## config.mk

```make
export PLATFORM = sky130hd
export DESIGN_NAME = sram_port_arbiter
export DESIGN_NICKNAME = d
export VERILOG_FILES = /design/src/rtl/sram_port_arbiter_pkg.sv /design/src/rtl/sram_port_arbiter.sv
export SDC_FILE = /design/constraint.sdc
export NUM_CORES = 1
export LEC_CHECK = 0
export ABC_AREA = 1
export CORE_UTILIZATION = 29
export DETAILED_ROUTE_END_ITERATION = 8
export GPL_TIMING_DRIVEN = 0
export PLACE_DENSITY = 0.86
export SLEW_MARGIN = 15
export SYNTH_ARGS = -nofsm -noshare
export SYNTH_HDL_FRONTEND = slang
export SYNTH_SLANG_ARGS = --single-unit
```

## constraint.sdc

```tcl
create_clock -name wb_clk_i -period 1.7 [get_ports wb_clk_i]
set_clock_uncertainty 0.05 [all_clocks]
set_input_delay 0.51 -clock wb_clk_i [delete_from_list [all_inputs] [get_ports wb_clk_i]]
set_output_delay 0.51 -clock wb_clk_i [all_outputs]
set_load 0.05 [all_outputs]
```

## src/rtl/sram_port_arbiter_pkg.sv

```systemverilog
// Shared definitions for the dffram port arbiter: WB FSM encoding, macro
// geometry and the design-select codes that own the SRAM port.
package sram_port_arbiter_pkg;

  typedef enum logic [1:0] {
    WB_IDLE = 2'd0,
    WB_DATA = 2'd1,
    WB_ACK  = 2'd2
  } wb_state_e;

  localparam int SRAM_AW = 6;
  localparam int SRAM_DW = 8;

  localparam logic [3:0] DSG_SEL_QCPU    = 4'd4;
  localparam logic [3:0] DSG_SEL_MC14500 = 4'd5;

  // Upstream helper for forming dsg_en from design_select.
  function automatic logic dsg_sel_uses_sram(input logic [3:0] design_select);
    return (design_select == DSG_SEL_QCPU) || (design_select == DSG_SEL_MC14500);
  endfunction

endpackage

```

## src/rtl/sram_port_arbiter.sv

```systemverilog
// Arbitrates the 64x8 dffram between the Wishbone SRAM window and the active
// user design; the design wins unless a WB request has starved too long.
//
// state   | meaning
// --------+-------------------------------------------------------------
// WB_IDLE | no WB access in flight; a WB request may win arbitration
// WB_DATA | WB access issued last cycle; sram_q carries its read data
// WB_ACK  | ack pulse to the Wishbone master
module sram_port_arbiter
  import sram_port_arbiter_pkg::*;
#(
  parameter int STARVE_LIMIT = 4,
  parameter int AW           = SRAM_AW,
  parameter int DW           = SRAM_DW
) (
  input  logic          wb_clk_i,
  input  logic          wb_rst_i,

  input  logic          wbs_cyc_i,
  input  logic          wbs_stb_i,
  input  logic          wbs_we_i,
  input  logic          sram_sel_i,
  input  logic [AW-1:0] wbs_adr_i,
  input  logic [DW-1:0] wbs_dat_i,
  output logic [31:0]   wbs_dat_o,
  output logic          wbs_ack_o,

  input  logic          dsg_en,
  input  logic          dsg_req,
  input  logic          dsg_we,
  input  logic [AW-1:0] dsg_addr,
  input  logic [DW-1:0] dsg_wdata,
  output logic          dsg_gnt,
  output logic [DW-1:0] dsg_rdata,
  output logic          dsg_rvalid,

  output logic          sram_cen,
  output logic          sram_gwen,
  output logic [AW-1:0] sram_a,
  output logic [DW-1:0] sram_d,
  input  logic [DW-1:0] sram_q
);

  localparam logic [3:0] STARVE_MAX = 4'(STARVE_LIMIT);

  wb_state_e  state;
  wb_state_e  state_next;
  logic [3:0] starve_cnt;
  logic       wb_we_q;
  logic       wb_req;
  logic       wb_win;
  logic       starved;

  // Strobe is only honoured in IDLE, so a master holding stb through ack
  // cannot trigger a second access.
  assign wb_req  = wbs_cyc_i & wbs_stb_i & sram_sel_i & (state == WB_IDLE);
  assign starved = (starve_cnt == STARVE_MAX);
  assign wb_win  = wb_req & (~dsg_en | ~dsg_req | starved);
  assign dsg_gnt = dsg_en & dsg_req & ~wb_win;

  always_comb begin
    state_next = state;
    case (state)
      WB_IDLE: if (wb_win) state_next = WB_DATA;
      WB_DATA: state_next = WB_ACK;
      WB_ACK:  state_next = WB_IDLE;
      default: state_next = WB_IDLE;
    endcase
  end

  always_ff @(posedge wb_clk_i) begin
    if (wb_rst_i) begin
      state <= WB_IDLE;
    end else begin
      state <= state_next;
    end
  end

  always_ff @(posedge wb_clk_i) begin
    if (wb_rst_i) begin
      starve_cnt <= 4'd0;
    end else if (!wb_req || wb_win) begin
      starve_cnt <= 4'd0;
    end else if (!starved) begin
      starve_cnt <= starve_cnt + 4'd1;
    end
  end

  always_comb begin
    sram_cen  = 1'b1;
    sram_gwen = 1'b1;
    sram_a    = '0;
    sram_d    = '0;
    if (wb_win) begin
      sram_cen  = 1'b0;
      sram_gwen = ~wbs_we_i;
      sram_a    = wbs_adr_i;
      sram_d    = wbs_dat_i;
    end else if (dsg_gnt) begin
      sram_cen  = 1'b0;
      sram_gwen = ~dsg_we;
      sram_a    = dsg_addr;
      sram_d    = dsg_wdata;
    end
    if (wb_rst_i) begin
      sram_cen  = 1'b1;
      sram_gwen = 1'b1;
    end
  end

  // sram_q in DATA belongs to the WB access; a design access issued in DATA
  // returns its Q one cycle later, during ACK.
  always_ff @(posedge wb_clk_i) begin
    if (wb_rst_i) begin
      wb_we_q   <= 1'b0;
      wbs_dat_o <= 32'h0;
      wbs_ack_o <= 1'b0;
    end else begin
      if (wb_win) begin
        wb_we_q <= wbs_we_i;
      end
      if (state == WB_DATA && !wb_we_q) begin
        wbs_dat_o <= {{(32-DW){1'b0}}, sram_q};
      end
      wbs_ack_o <= (state == WB_DATA);
    end
  end

  always_ff @(posedge wb_clk_i) begin
    if (wb_rst_i) begin
      dsg_rvalid <= 1'b0;
    end else begin
      dsg_rvalid <= dsg_gnt & ~dsg_we;
    end
  end

  assign dsg_rdata = sram_q;

endmodule

```

==> impl_metrics.ini <==
[setup_path]
critical_path.endpoint_type = output pin
crit_path_start_kind = flip-flop
timing.rr.end = dsg_rvalid
critical_path.max_stage_delay_ns = 0.34
critical_path_required_ns = 1.14
crit_type = flip-flop to output pin
ff2ff_setup_slack_ns = 0.24
critical_path.slowest_cell = dfxtp_2
critical_path_s_top_delay_family = simple AND/OR/NAND/NOR gates
timing.reg2reg.worst_path_depth = 9
cp_cell_sequence = inv_2, ha_4, nand3_4, nand2_4, nand2_4, nand2_4, inv_8, buf_16, nand2_8, nand2_8, buf_8
cp.arrival_ns = 1.66
worstReg2RegStart = starve_cnt[0]
critical_path.n_buffers_inverters = 4
timing.critical_path.fanout_max = 6
cp_common_cell = nand2_4

[detailed_routing]
post-route-drc-count = 0
met3RoutedLength_um = 538
drt_via_density = 4.57
final_antenna_net_count = 0
dr.pass1.iters = 5
detailroute.via_count = 1545
drtIter0Drc = 67
routedWlPerCell_um = 16.6
wl_met1_um = 1810
top_signal_layer_used = met4
totalWireLength_um = 5620
routed-wl-met2_um = 3020

[clock_network]
cts_sink_cnt = 17
cts_tree = done
post_cts_clock_slew_at_the_launch_and_capture_registers_of_the_worst_setup_and_hold_paths_ns = 0.07
root_cell_of_the_clock_tree = clkbuf_8
tritoncts.num_buffers = 3
cts.hold.buffers_added = 0
cts-root-to-sink-buffers = 2
clock_insertion_delay_worst_skew_ns = 0.26
cts_htree_levels = 1

[logic_synthesis]
ys_top_cells_by_area = dfxtp_1, buf_4, nand2_4, nand3_1, nand2_2
post_synth_inst_count = 162
library_cells_used_by_synthesis = 23
flops_latches_synth = 17
ys_async_sr_fraction_pct = 0
yosys.area.top_type = dfxtp_1
yosysTopAreaCellShare_pct = 27.1
synth_area_um2 = 1250
synthMostInstantiatedCell = buf_4
synth_edf_count = 0
synthFlopType = dfxtp_1
top_post_synthesis_cells_by_count = buf_4, dfxtp_1, nand3_1, nand2_1, nand2_4
synth_sequential_area_ratio_pct = 27.1
yosys_warnings = 0
syn-mean-instance-area_um2 = 7.74

[timing]
setup_violations = 17
maxClockFrequency_ghz = 0.451
post-route-min-period_ns = 2.22
drv_slew = 0
slew_headroom_pct = 65.4
worstMarginPinSlew_ns = 0.521
fin_ws_ns = -0.515
tns_ns = -7.73
portion_of_the_clock_cycle_consumed_by_the_worst_path_in_the_final_layout_pct = 130
hold_violations = 0
rsz0062_at_grt = true

[final_layout]
filler_cell_count = 251
layout_cells_sized_above_1_pct = 53.5
ff_latch_area_um2 = 345
area.growth.synth_to_final_pct = 137
multi_input_area_um2 = 1060
num-nets-final = 336
fin_util_pct = 72.7
antenna_cells = 0

[min_path]
worst_hold_path.num_cells = 2
hold_ep = wbs_dat_o[3]
holdCritPathClass = flip-flop to flip-flop
hp-start = wbs_dat_o[3]

[floorplanning]
core_um2 = 4090
fp.dieW_um = 67.8
initial_core_util_pct = 30.7
dieArea_um2 = 4590
die_height_um = 67.8
rows = 23
top_level_ports = 104

[power]
power.density_nw_per_um2 = 509
irDropWorstVdd_mv = 0.280
p_leak_nw = 1.31

[outcome]
status = complete, but fails checks
failed_checks = negative setup slack

[placement]
gp_congestion = 0.751
io_buffers = 79
dp.final_hpwl_um = 3060

[grt]
grt_antenna_before_repair = 0
globalRouteOverflowTotal = 0
maximum_number_of_pins_on_one_net_before_global_route_repair = 11
via_count_of_the_first_global_routing_pass = 1400
grt_pass1_wl_um = 6560
global_route.usage.total_pct = 20.0

[job]
maxCapViolations = 0
## report_power, final
| part | leakage, nW | switching, W | internal (W) | total, W |
|---|---|---|---|---|
| registers | 0.140 | 0.00000501 | 0.000407 | 0.000412 |
| logic | 1.15 | 0.000470 | 0.000322 | 0.000791 |
| clock network | 0.0255 | 0.000147 | 0.000163 | 0.000310 |
## worst max-delay path by stage
stage                        from        end  slack (ns)  cells past startpoint
floorplan               wbs_cyc_i  sram_a[0]       -0.21                      8
global placement           dsg_en  sram_d[6]       -1.58                     11
detailed placement      wbs_stb_i  sram_d[5]       -1.60                      7
CTS                 starve_cnt[0]  sram_a[2]       -0.45                     11
global route        starve_cnt[1]  sram_a[4]       -0.59                     11
finish              starve_cnt[0]  sram_a[4]       -0.52                     11
## registers in the layout (all words and copies together) (netlist names)
register,cells
wbs_dat_o,8
starve_cnt,4
dsg_rvalid,1
wb_we_q,1
state,2
wbs_ack_o,1
## layer usage
layer	GRT usage, %	vias up
met1	18.1	721
met4	10.4	0
met5	0	-
met2	39.1	87
met3	5.91	18
li1	-	719
## metrics by stage
step	power, W	worst slack [ns]	cell area (um2)	std cells	hold slack (ns)
after global placement	0.00109	-1.58	2510	314	0.382
final	0.00151	-0.515	2970	338	0.398
after detailed placement	0.00110	-1.60	2510	314	0.388
after global routing	0.00156	-0.588	2970	338	0.422
after floorplan	0.000883	-0.206	1660	185	0.369
after CTS	0.00146	-0.450	2840	329	0.394
## worst register-to-register path, delay by kind of cell (launching register included)
kind	cells	cell delay (ns)
adder cells (fa/ha/maj)	1	0.16
buffers and inverters	3	0.29
flip-flops	1	0.34
AND/OR/NAND/NOR	5	0.53
## cell usage in the layout, fill, tap and decap left out, types with 9 or more instances in the layout
| master | count |
|---|---|
| buf_8 | 22 |
| clkdlybuf4s50_1 | 30 |
| nand2_8 | 19 |
| buf_4 | 49 |
| inv_1 | 9 |
| dfxtp_1 | 13 |
| nand3_2 | 11 |
| conb_1 | 24 |
| nand2_4 | 15 |
| a21oi_1 | 11 |
| dlygate4sd2_1 | 12 |
## kinds of logic after synthesis
family	Yosys count	share of synthesized area [%]
simple gates	68	34.6
buf+inv	53	27.2
compound gates	20	7.98
flops	17	27.1
fa+ha+maj	2	2.00
xor+xnor	1	0.699
other cells	1	0.299
## layout make-up
type,count,share of cell area [%]
Tap cell,50,2.11
Multi-Input combinational cell,115,35.8
Inverter,16,2.61
Clock buffer,3,1.39
Timing Repair Buffer,101,36.5
Clock inverter,1,0.168
Buffer,35,9.85
Sequential cell,17,11.6
## timing repair
item,CTS,global route
setup buffers,12,9
pin swaps,15,9
cloned,1,0
gates resized for setup,269,21
endpoints found under the setup margin,40,23
(Power assumes the default switching activity.)
